**config.mk**
```make
export PLATFORM = sky130hd
export DESIGN_NAME = sseg_scan_driver
export DESIGN_NICKNAME = d
export VERILOG_FILES = /design/src/rtl/sseg_pkg.sv /design/src/rtl/sseg_hex_decode.sv /design/src/rtl/sseg_scan_driver.sv
export SDC_FILE = /design/constraint.sdc
export NUM_CORES = 1
export LEC_CHECK = 0
export ABC_AREA = 1
export ABC_CLOCK_PERIOD_IN_PS = 3600
export BUFFER_PORTS_ARGS = -buffer_cell sky130_fd_sc_hd__buf_2
export CELL_PAD_IN_SITES_DETAIL_PLACEMENT = 1
export CELL_PAD_IN_SITES_GLOBAL_PLACEMENT = 1
export CORE_UTILIZATION = 47
export DETAILED_ROUTE_END_ITERATION = 10
export GPL_ROUTABILITY_DRIVEN = 0
export GPL_TIMING_DRIVEN = 0
export PLACE_DENSITY_LB_ADDON = 0.15
export SLEW_MARGIN = 25
export SYNTH_ARGS = -nofsm -noshare
export SYNTH_HDL_FRONTEND = slang
export SYNTH_HIERARCHICAL = 1
export SYNTH_SLANG_ARGS = --single-unit
```
**constraint.sdc**
```tcl
create_clock -name clk -period 3.6 [get_ports clk]
set_clock_uncertainty 0.15 [all_clocks]
set_input_delay 0.72 -clock clk [delete_from_list [all_inputs] [get_ports clk]]
set_output_delay 0.72 -clock clk [all_outputs]
set_load 0.005 [all_outputs]
```
**src/rtl/sseg_pkg.sv**
```systemverilog
// ============================================================================
// sseg_pkg : shared constants for the seven-segment scan driver
// Rev 1.0  : initial release
// ============================================================================
`default_nettype none

package sseg_pkg;

  localparam logic [7:0] SEG_BLANK = 8'h00;
  localparam int         DP_BIT    = 7;

  // Segment patterns {g,f,e,d,c,b,a}, entry 15 (F) first down to entry 0.
  localparam logic [15:0][6:0] SEG_TABLE = {
    7'h71, 7'h79, 7'h5E, 7'h39, 7'h7C, 7'h77, 7'h6F, 7'h7F,
    7'h07, 7'h7D, 7'h6D, 7'h66, 7'h4F, 7'h5B, 7'h06, 7'h3F
  };

  function automatic logic [6:0] hex_to_seg(input logic [3:0] nib);
    return SEG_TABLE[nib];
  endfunction

endpackage

`default_nettype wire

```
**src/rtl/sseg_hex_decode.sv**
```systemverilog
// ============================================================================
// sseg_hex_decode : combinational hex nibble to 7-segment pattern {g..a}
// Rev 1.0         : initial release
// ============================================================================
`default_nettype none

module sseg_hex_decode
  import sseg_pkg::*;
(
  input  logic [3:0] nibble,
  output logic [6:0] seg
);

  assign seg = hex_to_seg(nibble);

endmodule

`default_nettype wire

```
**src/rtl/sseg_scan_driver.sv**
```systemverilog
// ============================================================================
// sseg_scan_driver : time-multiplexed N-digit seven-segment driver with a
//                    double-buffered value; frame-aligned display updates.
// Option macro     : SSEG_LEADING_ZERO_BLANK_EN (dark leading-zero digits)
// Rev 1.0          : initial release
// ============================================================================
`default_nettype none

module sseg_scan_driver
  import sseg_pkg::*;
#(
  parameter int NUM_DIGITS       = 4,
  parameter int REFRESH_DIV      = 50000,
  parameter int ANODE_ACTIVE_LOW = 1
) (
  input  logic                      clk,
  input  logic                      rst_n,
  input  logic                      en,
  input  logic                      load,
  input  logic [4*NUM_DIGITS-1:0]   value,
  input  logic [NUM_DIGITS-1:0]     dp_mask,
  input  logic [NUM_DIGITS-1:0]     blank_mask,
  output logic [NUM_DIGITS-1:0]     Anode,
  output logic [7:0]                Cathode,
  output logic                      frame_done
);

  localparam int CW = $clog2(REFRESH_DIV);
  localparam int IW = (NUM_DIGITS > 2) ? $clog2(NUM_DIGITS) : 1;

  localparam logic [CW-1:0]         C_CNT_MAX  = CW'(REFRESH_DIV - 1);
  localparam logic [IW-1:0]         C_IDX_LAST = IW'(NUM_DIGITS - 1);
  localparam logic [NUM_DIGITS-1:0] C_AN_OFF   = (ANODE_ACTIVE_LOW != 0) ? '1 : '0;

  logic [CW-1:0]           r_cnt;
  logic [IW-1:0]           r_idx;
  logic [4*NUM_DIGITS-1:0] r_pend_val, r_act_val;
  logic [NUM_DIGITS-1:0]   r_pend_dp, r_act_dp;
  logic [NUM_DIGITS-1:0]   r_pend_bl, r_act_bl;
  logic                    r_pend_valid;

  logic                    w_tick, w_last, w_wrap;
  logic [3:0]              w_nib;
  logic [6:0]              w_seg;
  logic                    w_dp, w_bl, w_lz;
  logic [NUM_DIGITS-1:0]   w_onehot, w_anode_on;
  logic [7:0]              w_cathode;

  assign w_tick = en && (r_cnt == C_CNT_MAX);
  assign w_last = (r_idx == C_IDX_LAST);
  assign w_wrap = w_tick && w_last;

  always_ff @(posedge clk or negedge rst_n) begin
    if (!rst_n) begin
      r_cnt <= '0;
      r_idx <= '0;
    end else if (en) begin
      if (w_tick) begin
        r_cnt <= '0;
        r_idx <= w_last ? '0 : r_idx + 1'b1;
      end else begin
        r_cnt <= r_cnt + 1'b1;
      end
    end
  end

  // Active buffer only changes on the wrap tick so a frame never shows mixed values.
  always_ff @(posedge clk or negedge rst_n) begin
    if (!rst_n) begin
      r_pend_val   <= '0;
      r_pend_dp    <= '0;
      r_pend_bl    <= '0;
      r_pend_valid <= 1'b0;
      r_act_val    <= '0;
      r_act_dp     <= '0;
      r_act_bl     <= '0;
    end else begin
      if (load) begin
        r_pend_val <= value;
        r_pend_dp  <= dp_mask;
        r_pend_bl  <= blank_mask;
      end
      if (w_wrap) begin
        r_pend_valid <= 1'b0;
        if (load) begin
          r_act_val <= value;
          r_act_dp  <= dp_mask;
          r_act_bl  <= blank_mask;
        end else if (r_pend_valid) begin
          r_act_val <= r_pend_val;
          r_act_dp  <= r_pend_dp;
          r_act_bl  <= r_pend_bl;
        end
      end else if (load) begin
        r_pend_valid <= 1'b1;
      end
    end
  end

  assign w_nib = r_act_val[4*r_idx +: 4];
  assign w_dp  = r_act_dp[r_idx];
  assign w_bl  = r_act_bl[r_idx];

  sseg_hex_decode u_dec (
    .nibble (w_nib),
    .seg    (w_seg)
  );

`ifdef SSEG_LEADING_ZERO_BLANK_EN
  logic [IW-1:0] w_msd;

  // Highest nonzero nibble; stays 0 for an all-zero value so digit 0 still shows "0".
  always_comb begin
    w_msd = '0;
    for (int i = 1; i < NUM_DIGITS; i++) begin
      if (r_act_val[4*i +: 4] != 4'h0) w_msd = IW'(i);
    end
  end

  assign w_lz = (r_idx > w_msd);
`else
  assign w_lz = 1'b0;
`endif

  assign w_onehot   = NUM_DIGITS'(1) << r_idx;
  assign w_anode_on = (ANODE_ACTIVE_LOW != 0) ? ~w_onehot : w_onehot;
  assign w_cathode  = w_bl ? SEG_BLANK
                    : w_lz ? {w_dp, 7'h00}
                    :        {w_dp, w_seg};

  always_ff @(posedge clk or negedge rst_n) begin
    if (!rst_n) begin
      Anode      <= C_AN_OFF;
      Cathode    <= SEG_BLANK;
      frame_done <= 1'b0;
    end else begin
      frame_done <= w_wrap;
      if (en) begin
        Anode   <= w_anode_on;
        Cathode <= w_cathode;
      end else begin
        Anode   <= C_AN_OFF;
        Cathode <= SEG_BLANK;
      end
    end
  end

endmodule

`default_nettype wire

```
==> results of run 1 <==
## state kept, by name, summed over array words and instances (netlist names)
register / cells
r_act_val: 16
r_cnt: 16
r_pend_val: 16
Cathode: 8
Anode: 4
r_act_bl: 4
r_act_dp: 4
r_pend_bl: 4
r_pend_dp: 4
r_idx: 2
frame_done: 1
r_pend_valid: 1
## where the power goes
part,switching (mW),leakage [nW],internal [mW]
clock,0.324,0.114,0.428
sequential,0.0608,1.00,0.957
combinational,0.135,1.31,0.0714
## critical path, stage by stage, from the launching register on
cell      delay [ps]
dfrtp_1          470
inv_1            160
clkbuf_1         410
o21ai_0          140
o22ai_1          420
inv_1            200
ha_1             330
nand2_1           80
o21ai_0           90
nand2_1           90
nand2_1           50
inv_1             50
nor2_1            40
## cell families after synthesis
family | after synthesis | synth area share, %
fa+ha+maj | 12 | 3.77
flops | 80 | 50.4
simple gates | 298 | 33.8
compound gates | 27 | 3.64
xor+xnor | 4 | 0.880
buf+inv | 63 | 7.54
## through the flow
step	utilization [%]	hold slack [ps]
6_report	55.6	151
5_1_grt	55.6	173
4_1_cts	55.6	162
3_5_place_dp	52.8	314
3_3_place_gp	52.5	307
2_1_floorplan	-	274
## final cells by class
cell class | count | area [um^2]
plain buffers | 20 | 139
clock buffers | 13 | 159
clock inverters | 3 | 65.1
fillers | 1018 | 3650
inverters | 43 | 161
multi-input cells | 341 | 1680
flip-flops and latches | 80 | 2010
well taps | 105 | 131
repair buffers | 40 | 225
## Yosys cell counts, drive strengths merged
cell type / number
a21oi: 3
and3: 1
buf: 16
clkbuf: 4
clkinv: 1
dfrtp: 76
dfstp: 4
ha: 12
inv: 42
nand2: 186
nand3: 15
nand4: 30
nor2: 53
nor3: 12
o21ai: 18
o221ai: 1
o22ai: 5
or2: 1
xnor2: 1
xor2: 3
## worst max path at each step
stage | startpoint | slack [ps] | to | depth (start not counted)
global placement | r_idx[0] | 930 | Cathode[3] | 12
floorplan | r_idx[0] | 1380 | Cathode[3] | 12
CTS | r_idx[0] | 800 | Cathode[3] | 12
global route | r_idx[0] | 510 | Cathode[3] | 12
detailed placement | r_idx[0] | 830 | Cathode[3] | 12
finish | r_idx[0] | 780 | Cathode[3] | 12
## per-layer routing
| layer | vias up | GRT usage, % | wire length, um |
|---|---|---|---|
| met2 | 34 | 43.4 | 4910 |
| met1 | 1564 | 30.2 | 4280 |
| met3 | 10 | 3.40 | 170 |
| met5 | - | 0 | 0 |
| met4 | 0 | 8.46 | 159 |
| li1 | 1633 | - | - |
==> flow_metrics.tcl, run 1 <==
set metrics [dict create \
    status "complete, no violations" \
    dp_cells 629 \
    relSlewSlack_pct 36.8 \
    cp-end-kind "flip-flop" \
    drc 0 \
    post_cts_buffers 0 \
    vias_per_cell 5.02 \
    tightest_slew_ps 948 \
    routedWlPerCell_um 14.7 \
    final_common_cell "nand2_1" \
    final-max-slew-violation-count 0 \
    rr_worst_depth 12 \
    start_util_pct 48.5 \
    crit_arrival_ps 2880 \
    numPortBuffers 39 \
    antenna_found_initial 0 \
    core_area_mm2 0.00822 \
    placed_area_mm2 0.00434 \
    syn_nets 524 \
    overflow 0 \
    ant_nets 0 \
    synthCells 484 \
    yosysTopAreaCellShare_pct 47.7 \
    dr.pass1.iters 4 \
    place_hpwl_um 7040 \
    start_kind "flip-flop" \
    min_period_ps 2820 \
    cts_buffers 9 \
    clock-sinks 80 \
    postSynthAreaPerCell_um2 8.23 \
    clk_pin_slew_ps 80 \
    fin_nets 575 \
    timing.final.crit_share_pct 78.4 \
    wirelength_um 9510 \
    die-area_mm2 0.00885 \
    p_leak_nw 2.42 \
    die_h_um 94.1 \
    synth-seq-cells 80 \
    drive_above_1_share_pct 19.4 \
    rr_endpoint "Cathode[3]" \
    rows 33 \
    drv_cap 0 \
    powerDensity_mw_per_mm2 433 \
    worstPathRequired_ps 3660 \
    drt_iter0_drc 98 \
    syn_to_final_growth_pct 14.6 \
    synthDistinctLibCells 31 \
    htree_levels 3 \
    fin_setup_tns_ps 0 \
    holdBufCountCts 0 \
    first_global_vias 3389 \
    setup_violations 0 \
    finalInstanceArea_mm2 0.00456 \
    ys_top_cells_by_area "dfrtp_1 48%, nand2_1 16%, nor2_1 4.7%" \
    stdcell_count 645 \
    clockBufferDepth 2 \
    r2r_start "r_idx[0]" \
    tritoncts "built" \
    hold_class "input port to async pin" \
    insertedDiodeCount 0 \
    vias 3241 \
    yosysWarnings 6 \
    vdd_drop_max_mv 0.301 \
    rsz0062_at_grt "no" \
    grt_max_degree 50 \
    synth_top_area_cell "dfrtp_1" \
    path_class "flip-flop to flip-flop" \
    r2r_slack_ps 780 \
    dpl_worst_slack_ps 827 \
    hold_viol 0 \
    max_freq_mhz 355 \
    syn_area_mm2 0.00398 \
    grt.total_usage_pct 24.4 \
    ios 41 \
    fin_total_pwr_mw 1.98 \
    synth-seq-area-share_pct 50.4 \
    cts-root-buf "clkbuf_8" \
    cts_resized 0 \
    die_x_um 94.1 \
    layout_common_cells "169 x nand2_1, 76 x dfrtp_1, 50 x nor2_1, 44 x buf_2, 38 x inv_1" \
    insertion_delay_ps 360 \
    path_max_fanout 11 \
    worst_slack_ps 779 \
    grt_first_pass_wirelength_um 16400 \
]
Power figures use the tool's default switching activity.
==> inputs of run 2 (changes only) <==
--- a/config.mk
+++ b/config.mk
@@ -6,11 +6,11 @@
 export NUM_CORES = 1
 export LEC_CHECK = 0
 export ABC_AREA = 1
-export ABC_CLOCK_PERIOD_IN_PS = 3600
+export ABC_CLOCK_PERIOD_IN_PS = 2900
 export BUFFER_PORTS_ARGS = -buffer_cell sky130_fd_sc_hd__buf_2
 export CELL_PAD_IN_SITES_DETAIL_PLACEMENT = 1
 export CELL_PAD_IN_SITES_GLOBAL_PLACEMENT = 1
-export CORE_UTILIZATION = 47
+export CORE_UTILIZATION = 44
 export DETAILED_ROUTE_END_ITERATION = 10
 export GPL_ROUTABILITY_DRIVEN = 0
 export GPL_TIMING_DRIVEN = 0
==> constraint.sdc (replaced) <==
create_clock -name clk -period 2.9 [get_ports clk]
set_clock_uncertainty 0.15 [all_clocks]
set_input_delay 0.58 -clock clk [delete_from_list [all_inputs] [get_ports clk]]
set_output_delay 0.58 -clock clk [all_outputs]
set_load 0.005 [all_outputs]
==> run 2 against run 1 <==
Net effect: sequential share of layout area hardly changed; cell count is 0.31% higher; first-iteration DRC count is 22% higher; register-to-register slack worse by 460 ps; largest cell class unchanged; largest power group unchanged.
==> flow_metrics.tcl, run 2 (synthesized netlist as in run 1, its figures left out) <==
set metrics [dict create \
    status "complete, no violations" \
    dpl_worst_slack_ps 182 \
    worst_slack_ps 317 \
    die-area_mm2 0.00944 \
    grt.total_usage_pct 22.4 \
    finalInstanceArea_mm2 0.00456 \
    drive_above_1_share_pct 19.7 \
    tritoncts "built" \
    tightest_slew_ps 863 \
    timing.final.crit_share_pct 89.1 \
    overflow 0 \
    routedWlPerCell_um 15.1 \
    layout_common_cells "169 x nand2_1, 76 x dfrtp_1, 50 x nor2_1, 44 x buf_2, 38 x inv_1" \
    p_leak_nw 2.42 \
    insertedDiodeCount 0 \
    htree_levels 3 \
    placed_area_mm2 0.00434 \
    relSlewSlack_pct 42.5 \
    vias 3311 \
    cts-root-buf "clkbuf_8" \
    cp-end-kind "flip-flop" \
    numPortBuffers 39 \
    setup_violations 0 \
    place_hpwl_um 7160 \
    die_h_um 97.2 \
    ios 41 \
    start_kind "flip-flop" \
    clock-sinks 80 \
    die_x_um 97.2 \
    max_freq_mhz 387 \
    drt_iter0_drc 120 \
    path_max_fanout 10 \
    ant_nets 0 \
    rsz0062_at_grt "no" \
    powerDensity_mw_per_mm2 538 \
    min_period_ps 2580 \
    path_class "flip-flop to flip-flop" \
    core_area_mm2 0.00876 \
    syn_to_final_growth_pct 14.5 \
    largest_registers "r_act_val x16, r_cnt x16, r_pend_val x16" \
    first_global_vias 3502 \
    crit_arrival_ps 2650 \
    rr_worst_depth 11 \
    post_cts_buffers 0 \
    rows 34 \
    drc 0 \
    dr.pass1.iters 4 \
    r2r_slack_ps 320 \
    vdd_drop_max_mv 0.222 \
    r2r_start "r_idx[0]" \
    hold_class "input port to async pin" \
    wirelength_um 9740 \
    cts_buffers 9 \
    clockBufferDepth 2 \
    post-route-util_pct 52.1 \
    fin_setup_tns_ps 0 \
    start_util_pct 45.5 \
    whs_ps 35.9 \
    rr_endpoint "Cathode[3]" \
    hold_viol 0 \
    vias_per_cell 5.12 \
    insertion_delay_ps 350 \
    antenna_found_initial 0 \
    dp_cells 632 \
    grt_first_pass_wirelength_um 17000 \
    worstPathRequired_ps 2960 \
    stdcell_count 647 \
    drv_cap 0 \
    final_common_cell "nand2_1" \
    fin_total_pwr_mw 2.45 \
    final-max-slew-violation-count 0 \
    clk_pin_slew_ps 90 \
    fin_nets 574 \
    grt_max_degree 45 \
]
==> run 2: per-layer routing <==
metal | global-route usage, % | share of wire, %
met5 | 0 | 0
met4 | 6.77 | 1.6
met3 | 3.81 | 3.0
met2 | 39.2 | 51
met1 | 28.4 | 44
==> run 2: worst max-delay path by stage <==
stage,startpoint,end,slack [ps]
final,r_idx[0],Cathode[3],320
after global placement,r_idx[0],Cathode[3],220
after detailed placement,r_idx[0],Cathode[3],180
after global routing,r_idx[0],Cathode[3],70
after CTS,r_idx[0],Cathode[3],160
after floorplan,r_idx[0],Cathode[3],680
==> run 2: repair_timing <==
item | CTS | global route
setup endpoints to repair | 0 | 1
hold buffers | 0 | 0
resized for setup | 0 | 0
==> run 2: report_power, final <==
part           internal [mW]  switching (mW)
combinational         0.0889           0.168
clock                  0.508           0.423
sequential              1.19          0.0787
total                   1.78           0.669
==> run 2: critical path, cell delays in order, from the launching register on <==
cell,delay (ps)
dfrtp_1,470
clkbuf_1,360
o21ai_0,170
o22ai_1,410
inv_1,170
ha_1,310
nand2_1,80
o21ai_0,100
nand2_1,90
nand2_1,50
inv_1,40
nor2_1,40
==> run 2: area by class of cell <==
| type | count | area, um^2 |
|---|---|---|
| flip-flops and latches | 80 | 2010 |
| fillers | 1107 | 4200 |
| clock inverters | 5 | 80.1 |
| clock buffers | 11 | 141 |
| well taps | 108 | 135 |
| plain buffers | 19 | 135 |
| multi-input cells | 341 | 1680 |
| inverters | 43 | 161 |
| repair buffers | 40 | 225 |
